$ cat src/rtl/pixel_plot_queue_if.sv
// Plot request and frame-buffer write signals of pixel_plot_queue.
// The master side is the curve generator plus the frame buffer; the slave
// side is the queue itself.
interface pixel_plot_queue_if;
    logic               in_valid;
    logic               in_ready;
    logic signed [15:0] in_px;
    logic signed [15:0] in_py;
    logic [7:0]         in_colour;
    logic               wr_allow;
    logic               wr_en;
    logic [18:0]        wr_addr;
    logic [7:0]         wr_data;

    modport master (
        output in_valid, in_px, in_py, in_colour, wr_allow,
        input  in_ready, wr_en, wr_addr, wr_data
    );

    modport slave (
        input  in_valid, in_px, in_py, in_colour, wr_allow,
        output in_ready, wr_en, wr_addr, wr_data
    );
endinterface

$ cat src/rtl/pixel_plot_queue.sv
// Pixel plot queue: clips plot requests to the visible window, turns them
// into linear frame-buffer addresses, buffers them and writes them out when
// the frame buffer allows. A clear command sweeps the whole buffer with 0x00.
module pixel_plot_queue #(
    parameter int H_VISIBLE = 640,
    parameter int V_VISIBLE = 480,
    parameter int DEPTH     = 8
) (
    input  logic                 clk,
    input  logic                 reset,
    pixel_plot_queue_if.slave    bus,
    input  logic                 clear_start,
    output logic                 clear_busy,
    output logic [15:0]          clip_count
);

    localparam int PW    = $clog2(DEPTH);
    localparam int CW    = PW + 1;
    localparam int X_MIN = -(H_VISIBLE / 2);
    localparam int X_MAX = H_VISIBLE / 2 - 1;
    localparam int Y_MIN = -(V_VISIBLE / 2);
    localparam int Y_MAX = V_VISIBLE / 2 - 1;
    // Address of the screen centre (0,0): origin sits mid-screen.
    localparam int BASE  = (H_VISIBLE * V_VISIBLE + H_VISIBLE) / 2;
    localparam logic [18:0] LAST_ADDR = 19'(H_VISIBLE * V_VISIBLE - 1);

    typedef enum logic [0:0] {RUN, CLEAR} state_t;

    state_t             state_q, state_d;

    // Address stage: one registered visible point waiting for its address.
    logic               stage_valid;
    logic signed [15:0] stage_px, stage_py;
    logic [7:0]         stage_colour;
    logic [18:0]        stage_addr;

    // FIFO of {addr, colour}; sized DEPTH so the stage can always push.
    logic [26:0]        fifo_mem [DEPTH];
    logic [PW-1:0]      rd_ptr, wr_ptr;
    logic [CW-1:0]      fifo_count;
    logic [CW-1:0]      occupancy;

    logic [18:0]        clear_ptr;

    logic               transfer, visible;
    logic               accept, push, pop, flush, clear_wr;

    assign occupancy  = fifo_count + CW'(stage_valid);
    // Ready depends only on registered state; reset holds it low.
    assign bus.in_ready = reset && (state_q == RUN) && (occupancy < CW'(DEPTH));
    assign transfer   = bus.in_valid && bus.in_ready;
    assign visible    = (int'(bus.in_px) >= X_MIN) && (int'(bus.in_px) <= X_MAX) &&
                        (int'(bus.in_py) >= Y_MIN) && (int'(bus.in_py) <= Y_MAX);
    assign stage_addr = 19'(BASE + int'(stage_py) * H_VISIBLE + int'(stage_px));
    assign clear_busy = (state_q == CLEAR);

    // State register.
    always_ff @(posedge clk or negedge reset) begin
        // NOTE: sequential state uses non-blocking assignments so every
        // register samples the pre-edge values of its neighbours.
        if (!reset) state_q <= RUN;
        else        state_q <= state_d;
    end

    // Next state and per-edge control strobes.
    always_comb begin
        // NOTE: every output of this block gets a default first, so no path
        // leaves a value unassigned and no latch is inferred.
        state_d  = state_q;
        accept   = 1'b0;
        push     = 1'b0;
        pop      = 1'b0;
        flush    = 1'b0;
        clear_wr = 1'b0;
        case (state_q)
            RUN: begin
                if (clear_start) begin
                    // Clear wins over any same-edge transfer or write.
                    state_d = CLEAR;
                    flush   = 1'b1;
                end else begin
                    accept = transfer;
                    push   = stage_valid;
                    pop    = (fifo_count != '0) && bus.wr_allow;
                end
            end
            CLEAR: begin
                clear_wr = bus.wr_allow;
                if (bus.wr_allow && (clear_ptr == LAST_ADDR)) state_d = RUN;
            end
            default: state_d = RUN;
        endcase
    end

    // Address stage: capture visible points; clipped ones are dropped here.
    always_ff @(posedge clk or negedge reset) begin
        if (!reset) begin
            stage_valid  <= 1'b0;
            stage_px     <= '0;
            stage_py     <= '0;
            stage_colour <= '0;
        end else begin
            stage_valid <= accept && visible;
            if (accept) begin
                stage_px     <= bus.in_px;
                stage_py     <= bus.in_py;
                stage_colour <= bus.in_colour;
            end
        end
    end

    // FIFO pointers and occupancy count.
    always_ff @(posedge clk or negedge reset) begin
        if (!reset) begin
            rd_ptr     <= '0;
            wr_ptr     <= '0;
            fifo_count <= '0;
        end else if (flush) begin
            rd_ptr     <= '0;
            wr_ptr     <= '0;
            fifo_count <= '0;
        end else begin
            if (push) wr_ptr <= wr_ptr + PW'(1);
            if (pop)  rd_ptr <= rd_ptr + PW'(1);
            fifo_count <= fifo_count + CW'(push) - CW'(pop);
        end
    end

    // FIFO storage.
    always_ff @(posedge clk) begin
        // NOTE: storage is not reset; the empty count guards stale entries.
        if (push) fifo_mem[wr_ptr] <= {stage_addr, stage_colour};
    end

    // Frame-buffer write port: queue pop or clear sweep, one cycle per write.
    always_ff @(posedge clk or negedge reset) begin
        if (!reset) begin
            bus.wr_en   <= 1'b0;
            bus.wr_addr <= '0;
            bus.wr_data <= '0;
        end else if (pop) begin
            bus.wr_en                  <= 1'b1;
            {bus.wr_addr, bus.wr_data} <= fifo_mem[rd_ptr];
        end else if (clear_wr) begin
            bus.wr_en   <= 1'b1;
            bus.wr_addr <= clear_ptr;
            bus.wr_data <= 8'h00;
        end else begin
            bus.wr_en <= 1'b0;
        end
    end

    // Clear sweep pointer.
    always_ff @(posedge clk or negedge reset) begin
        if (!reset)        clear_ptr <= '0;
        else if (flush)    clear_ptr <= '0;
        else if (clear_wr) clear_ptr <= clear_ptr + 19'd1;
    end

    // Saturating count of clipped requests.
    always_ff @(posedge clk or negedge reset) begin
        if (!reset)      clip_count <= '0;
        else if (flush)  clip_count <= '0;
        else if (accept && !visible && (clip_count != 16'hFFFF))
            clip_count <= clip_count + 16'd1;
    end

endmodule

$ cat src/flat_wrapper.sv
// flat-port wrapper written by rule: the top's interface ports become plain ports
module pixel_plot_queue_flat 
#(
    parameter int H_VISIBLE = 640,
    parameter int V_VISIBLE = 480,
    parameter int DEPTH     = 8
)
  (clk, reset, clear_start, clear_busy, clip_count, bus_in_valid, bus_in_px, bus_in_py, bus_in_colour, bus_wr_allow, bus_in_ready, bus_wr_en, bus_wr_addr, bus_wr_data);
  pixel_plot_queue_if bus_i ();
  input  logic clk;
  input  logic reset;
  input  logic clear_start;
  output logic clear_busy;
  output logic [15:0] clip_count;
  input wire logic [$bits(bus_i.in_valid)-1:0] bus_in_valid;
  input wire logic [$bits(bus_i.in_px)-1:0] bus_in_px;
  input wire logic [$bits(bus_i.in_py)-1:0] bus_in_py;
  input wire logic [$bits(bus_i.in_colour)-1:0] bus_in_colour;
  input wire logic [$bits(bus_i.wr_allow)-1:0] bus_wr_allow;
  output wire logic [$bits(bus_i.in_ready)-1:0] bus_in_ready;
  output wire logic [$bits(bus_i.wr_en)-1:0] bus_wr_en;
  output wire logic [$bits(bus_i.wr_addr)-1:0] bus_wr_addr;
  output wire logic [$bits(bus_i.wr_data)-1:0] bus_wr_data;
  assign bus_i.in_valid = bus_in_valid;
  assign bus_i.in_px = bus_in_px;
  assign bus_i.in_py = bus_in_py;
  assign bus_i.in_colour = bus_in_colour;
  assign bus_i.wr_allow = bus_wr_allow;
  assign bus_in_ready = bus_i.in_ready;
  assign bus_wr_en = bus_i.wr_en;
  assign bus_wr_addr = bus_i.wr_addr;
  assign bus_wr_data = bus_i.wr_data;
  pixel_plot_queue #(.H_VISIBLE(H_VISIBLE), .V_VISIBLE(V_VISIBLE), .DEPTH(DEPTH)) u_core (.clk(clk), .reset(reset), .bus(bus_i), .clear_start(clear_start), .clear_busy(clear_busy), .clip_count(clip_count));
endmodule
$ cat config.mk
export PLATFORM = sky130hd
export DESIGN_NAME = pixel_plot_queue_flat
export DESIGN_NICKNAME = d
export VERILOG_FILES = /design/src/rtl/pixel_plot_queue_if.sv /design/src/rtl/pixel_plot_queue.sv /design/src/flat_wrapper.sv
export SDC_FILE = /design/constraint.sdc
export NUM_CORES = 1
export LEC_CHECK = 0
export ABC_AREA = 1
export CAP_MARGIN = 15
export CORE_UTILIZATION = 58
export DETAILED_ROUTE_END_ITERATION = 16
export PLACE_DENSITY = 0.81
export SETUP_SLACK_MARGIN = 0.1
export SLEW_MARGIN = 10
export SYNTH_ARGS = -nofsm -noshare
export SYNTH_HDL_FRONTEND = slang
export SYNTH_SLANG_ARGS = --single-unit
$ cat constraint.sdc
create_clock -name clk -period 9.4 [get_ports clk]
set_input_delay 1.88 -clock clk [delete_from_list [all_inputs] [get_ports clk]]
set_output_delay 1.88 -clock clk [all_outputs]
set_load 0.005 [all_outputs]
==> results of run 1 <==
==> worst min-delay path, stage by stage, from the launching register on <==
cell and delay [ns]:
dfrtp_1 0.34, nand2_1 0.06, nand2_1 0.05
==> per-stage QoR <==
| step | worst slack, ns | util (%) | area (sq um) |
|---|---|---|---|
| floorplan | 5.33 | - | 15000 |
| global placement | 4.41 | 64.0 | 16200 |
| detailed placement | 4.43 | 64.0 | 16200 |
| CTS | 4.43 | 68.8 | 17400 |
| global route | 4.31 | 68.8 | 17400 |
| finish | 4.46 | 68.8 | 17400 |
==> cell families after synthesis <==
logic type / after synthesis
AND/OR/NAND/NOR: 633
AO/OA/AOI/OAI: 257
flip-flops: 327
buffers and inverters: 173
adder cells (fa/ha/maj): 52
XOR/XNOR: 27
==> path summary, 6_finish.rpt <==
| check | slack, ns | startpoint | endpoint | depth (start not counted) |
|---|---|---|---|---|
| worst max-delay path | 4.46 | reset | bus_in_ready | 6 |
| worst min-delay path | 0.48 | u_core.bus.wr_data[7] | u_core.bus.wr_data[7] | 2 |
| worst max register to register | 5.45 | u_core.stage_py[3] | u_core.fifo_mem[0][25] | 16 |
| worst min register to register | 0.48 | u_core.bus.wr_data[7] | u_core.bus.wr_data[7] | 2 |
| max in group asynchronous | 7.13 | reset | u_core.stage_py[4] | 2 |
| min in group asynchronous | 1.27 | reset | u_core.bus.wr_data[0] | 1 |
==> state kept, by name, summed over array words and instances (netlist names) <==
name / count
u_core.fifo_mem: 216
u_core.bus.wr_addr: 19
u_core.clear_ptr: 19
u_core.clip_count: 16
u_core.stage_px: 16
u_core.stage_py: 12
u_core.bus.wr_data: 8
u_core.stage_colour: 8
u_core.fifo_count: 4
u_core.rd_ptr: 3
u_core.wr_ptr: 3
u_core.bus.wr_en: 1
u_core.clear_busy: 1
u_core.stage_valid: 1
==> power by group <==
group | switching [uW] | internal [uW] | total [uW]
clock network | 544 | 901 | 1440
logic | 172 | 120 | 292
registers | 38.4 | 1570 | 1610
total | 754 | 2600 | 3350
==> cell type report <==
cell class | instances | area, sq um | share of cell area, %
flip-flops and latches | 327 | 9270 | 53.4
multi-input cells | 969 | 5030 | 29.0
repair buffers | 109 | 1040 | 5.99
clock buffers | 51 | 998 | 5.75
well taps | 330 | 413 | 2.38
inverters | 109 | 409 | 2.36
clock inverters | 11 | 205 | 1.18
==> metal layers <==
layer | global-route usage (%) | vias to the layer above | share of wire, %
met5 | 0 | - | 0
met4 | 10.4 | 0 | 2.5
met3 | 4.89 | 65 | 10
met2 | 44.3 | 639 | 47
met1 | 38.0 | 5371 | 40
li1 | - | 5232 | -
==> layout by cell type, fill, tap and decap left out, types with 16 or more instances in the layout <==
master,netlist,routed
nand3_1,86,86
nand2_1,314,314
nand4_1,16,16
o211ai_1,16,16
ha_1,49,49
o221ai_1,35,35
inv_1,102,102
clkbuf_16,0,37
edfxtp_1,216,216
a21oi_1,27,27
nor2_1,191,183
dfrtp_1,111,110
o21ai_0,160,160
buf_4,6,20
clkdlybuf4s50_1,0,89
==> out/metrics.yaml, run 1 <==
routing:
  drcViolationCount: 0
  drt_iter0_markers: 1422
  vias: 11307
  viasPerCell: 5.93
  drt_first_pass_iters: 6
  drtAntennaViolNets: 0
  routed_wl_mm: 35.6
  wl_per_cell_microns: 18.7
synth:
  synth-async-reset-ratio_pct: 33.9
  synth_common_cells: "314 x nand2_1, 216 x edfxtp_1, 191 x nor2_1"
  synth.net_count: 1566
  syn_inst: 1469
  ys_top_cells_by_area: "edfxtp_1 43%, dfrtp_1 19%, nand2_1 7.9%"
  yosys.area.top_type: "edfxtp_1"
  synth-compound-area-share_pct: 9.96
  avgSynthCellArea_sq_um: 10.2
  synth_top_area_share_pct: 43.3
  ys_seq_area_share_pct: 61.8
  synth-edff-count: 216
  yosys_most_used_dff: "edfxtp_1"
  synth.area.mux_share_pct: 0
  synth.most_common_cell: "nand2_1"
  synth_cell_types: 42
  yosysWarningCount: 0
  syn_area_sq_um: 15000
  ys_ff_latch: 327
  synthAdderAreaFrac_pct: 4.49
  synthXorXnorAreaFrac_pct: 1.58
  synth_top_family_by_area: "simple AND/OR/NAND/NOR gates"
  yosys.area_share.simple_pct: 17.4
critical_path:
  slowest_stage: "clkdlybuf4s50_1"
  path_class: "input port to output pin"
  crit_path_start_kind: "input port"
  crit_buf_inv: 4
  cpLargestDelayFamily: "buffers and inverters"
  cpMostUsedCell: "inv_1"
  max_stage_delay_ns: 0.49
  critPathMaxFanout: 28
  crit_chain: "buf_4 > inv_1 > nor2_1 > nand3_1 > inv_1 > clkdlybuf4s50_1"
  worst_ep_required_time_ns: 7.52
  endpoint_kind: "output pin"
  arrival_ns: 3.06
timing:
  slew_headroom_pct: 32.8
  slew_viol_final: 0
  holdWs_ns: 0.484
  fin_setup_tns_ns: 0
  setup_viol: 0
  finalCritPeriodShare_pct: 52.5
  clock.fmax_ghz: 0.203
  fin_skew_ns: 0.0161
  fin_crit_ns: 4.94
  final_hold_viol_count: 0
  grt_setup_unrepaired: "false"
  worstMarginPinSlew_ns: 1.01
place:
  dp.cells: 1844
  portBuffers: 90
  dp_hpwl_mm: 20.9
  gp_congestion: 0.878
global_routing:
  antenna_found_initial: 0
  grt_max_degree: 109
  overflow: 0
  grt_pass1_wl_mm: 56.6
  grt_pass1_vias: 10904
  grtUsageTotal_pct: 27.7
clock_tree:
  cts_buffers: 34
  cts_setup_buffers: 0
  ctsResizeCount: 0
  clkTransAtPathRegs_ns: 0.06
  root_buffer: "clkbuf_16"
  cts_sinks: 327
  worstSkewPairLatency_ns: 0.52
  cts_tree: "done"
  htree_num_levels: 2
  clk_path_buf_depth: 3
  hold_buffers: 0
status:
  status: "completed"
pwr:
  pwr_density_cell_nw_per_um2: 193
  p_leak_uw: 0.00712
  ir_worst_vdd_v: 0.000138
  p_total_uw: 3350
floorplan:
  num_io_pins: 91
  dieArea_sq_um: 26500
  die_w_microns: 163
  initial_core_util_pct: 59.3
  die_y_microns: 163
  fp-row-count: 58
  fp.coreArea_sq_um: 25300
job:
  max_cap_viol_count: 0
final_layout:
  drive_gt1_share_pct: 5.65
  final_cell_count_no_fill: 1906
  diodes: 0
  syn2layout_area_growth_pct: 15.9
  nFillCells: 1779
  fin_nets: 1647
min_path:
  hold_path.class: "flip-flop to flip-flop"
Power figures use the tool's default switching activity.
==> run 2: changes to the inputs <==
Settings changed: CORE_UTILIZATION 58 to 54, PLACE_DENSITY 0.81 to 0.79.
Clock period 9.4 ns to 4.4 ns, I/O delays scaled along.
==> run 2 against run 1 <==
Net effect:
- largest cell class unchanged
- via count down 1.7%
- combinational power up 110%
- clock skew about the same
- highest routed layer unchanged
- largest power group unchanged
- register-to-register slack worse by 5.0 ns
- critical endpoint is now u_core.fifo_mem[2][25]
- clock power up 97%
- routed wire length down 2.7%
- sequential power up 110%
- first-iteration DRC count down 21%
==> out/metrics.yaml, run 2 (same netlist as run 1, synthesis figures left out) <==
min_path:
  hold_path.class: "input port to asynchronous set/reset pin"
critical_path:
  cpMostUsedCell: "ha_1"
  critPathMaxFanout: 8  # -71%
  worst_ep_required_time_ns: 4.63  # -2.89 ns
  cpLargestDelayFamily: "adder cells"
  slowest_stage: "xor2_1"
  arrival_ns: 4.15  # +1.09 ns
  crit_buf_inv: 1  # -3
  crit_path_start_kind: "flip-flop"
  max_stage_delay_ns: 0.45  # -0.04 ns
  path_class: "flip-flop to flip-flop"
  crit_chain: "ha_1 > ha_1 > fa_1 > nand3_1 > nand3_1 > nand2_1 > nand2_1 > a21oi_1 > xnor2_1 > ha_1 > ha_1 > inv_1 > nor3_1 > nand3_1 > nand4_1 > xor2_1"
  endpoint_kind: "flip-flop"
final_layout:
  syn2layout_area_growth_pct: 16.0  # about the same
  diodes: 0  # unchanged
  final_cell_mix: "314 x nand2_1, 216 x edfxtp_1, 183 x nor2_1"
  fin_nets: 1653  # +0.36%
  largest_reg_flops: 216  # unchanged
  layout_commonest_cell: "nand2_1"
  nFillCells: 2057  # +16%
  largest_register: "u_core.fifo_mem"
  drive_gt1_share_pct: 6.01  # +0.36 points
  reg_top3: "u_core.fifo_mem (216), u_core.bus.wr_addr (19), u_core.clear_ptr (19)"
timing:
  setup_viol: 0  # unchanged
  fin_setup_tns_ns: 0  # unchanged
  finalCritPeriodShare_pct: 89.2
  slew_headroom_pct: 28.1  # -4.7 points
  fin_skew_ns: 0.0163  # +0.000176 ns
  clock.fmax_ghz: 0.255
  slew_viol_final: 0  # unchanged
  worstMarginPinSlew_ns: 1.08  # +0.0704 ns
  holdWs_ns: 0.483  # -0.000427 ns
  final_hold_viol_count: 0  # unchanged
  grt_setup_unrepaired: "false"
  layout_setup_ws_ns: 0.476  # -3.99 ns
  fin_crit_ns: 3.92
global_routing:
  overflow: 0  # unchanged
  grt_pass1_wl_mm: 54.9  # -3.1%
  grt_max_degree: 112  # +2.8%
  grtUsageTotal_pct: 24.8  # -2.8 points
  grt_pass1_vias: 10355  # -5.0%
  antenna_found_initial: 0  # unchanged
pwr:
  power_frac_comb_pct: 9.0  # +0.3 points
  power_frac_clock_pct: 41.1  # -2.0 points
  pwr_density_cell_nw_per_um2: 397  # +110%
  seqPwrFrac_pct: 49.9  # +1.7 points
  intPower_uw: 5300  # +100%
  switching_share_pct: 23.1  # +0.62 points
  ir_worst_vdd_v: 0.000278  # +100%
  p_switching_uw: 1600  # +110%
  p_leak_uw: 0.00721  # +1.3%
floorplan:
  initial_core_util_pct: 55.3  # -4.0 points
  fp-row-count: 60  # +3.4%
  num_io_pins: 91  # unchanged
  die_w_microns: 169  # +3.6%
  fp.coreArea_sq_um: 27100  # +7.3%
  dieArea_sq_um: 28400  # +7.3%
  die_y_microns: 169  # +3.6%
place:
  dp_hpwl_mm: 21.2  # +1.5%
  post-place-ws_ns: 0.498  # -3.93 ns
  portBuffers: 90  # unchanged
  gp_congestion: 0.892  # +1.6%
routing:
  drcViolationCount: 0  # unchanged
  wl_per_cell_microns: 17.8  # -5.1%
  drt_iter0_markers: 1127  # -21%
  drt_first_pass_iters: 8  # +2
  routed_wl_mm: 34.7  # -2.7%
  vias: 11113  # -1.7%
  drtAntennaViolNets: 0  # unchanged
  viasPerCell: 5.69  # -4.1%
clock_tree:
  hold_buffers: 0  # unchanged
  cts_tree: "done"
  clkTransAtPathRegs_ns: 0.06  # about the same
  clk_path_buf_depth: 3  # unchanged
  worstSkewPairLatency_ns: 0.51  # about the same
  htree_num_levels: 2  # unchanged
  ctsResizeCount: 0  # unchanged
  cts_buffers: 35  # +2.9%
  cts_setup_buffers: 0  # unchanged
  root_buffer: "clkbuf_16"
  cts_sinks: 327  # unchanged
status:
  status: "completed"
job:
  max_cap_viol_count: 0  # unchanged
-- run 2: stage by stage --
step / cells / utilization (%) / power (uW) / cell area (sq um)
floorplan: 1469 / - / 3850 / 15000
global route: 1954 / 64.1 / 7130 / 17400
global placement: 1891 / 60.0 / 4090 / 16300
CTS: 1954 / 64.1 / 6920 / 17400
finish: 1954 / 64.1 / 6900 / 17400
detailed placement: 1891 / 60.0 / 4120 / 16300
-- run 2: power groups by stage --
| stage | Clock [uW] | Combinational [uW] | Sequential [uW] |
|---|---|---|---|
| 6_report | 2830 | 621 | 3440 |
| 5_1_grt | 2980 | 696 | 3450 |
| 4_1_cts | 2860 | 619 | 3440 |
| 3_5_place_dp | 0 | 615 | 3500 |
| 3_3_place_gp | 0 | 593 | 3500 |
| 2_1_floorplan | 0 | 362 | 3490 |
-- run 2: path summary, 6_finish.rpt --
path | start | slack (ns) | endpoint | depth (start not counted)
hold / removal | reset | 0.48 | u_core.bus.wr_data[2] | 2
hold reg to reg | u_core.bus.wr_data[1] | 0.49 | u_core.bus.wr_data[1] | 2
min in group clk | u_core.bus.wr_data[1] | 0.49 | u_core.bus.wr_data[1] | 2
setup / recovery | u_core.stage_py[3] | 0.48 | u_core.fifo_mem[2][25] | 16
setup reg to reg | u_core.stage_py[3] | 0.48 | u_core.fifo_mem[2][25] | 16
max in group asynchronous | reset | 2.58 | u_core.rd_ptr[0] | 3
-- run 2: metal layers --
metal / vias up / part of all wire [%] / track usage, %
met5: - / 0 / 0
met4: 0 / 1.9 / 7.19
met3: 55 / 7.4 / 3.60
met2: 454 / 47 / 40.4
met1: 5366 / 43 / 35.0
li1: 5238 / - / -
-- run 2: cell type report --
type,instances,area [sq um],share of cell area [%]
clock buffers,49,1020,5.88
clock inverters,14,101,0.583
inverters,109,409,2.35
multi-input cells,969,5030,29.0
flip-flops and latches,327,9270,53.3
well taps,372,465,2.68
repair buffers,114,1080,6.21
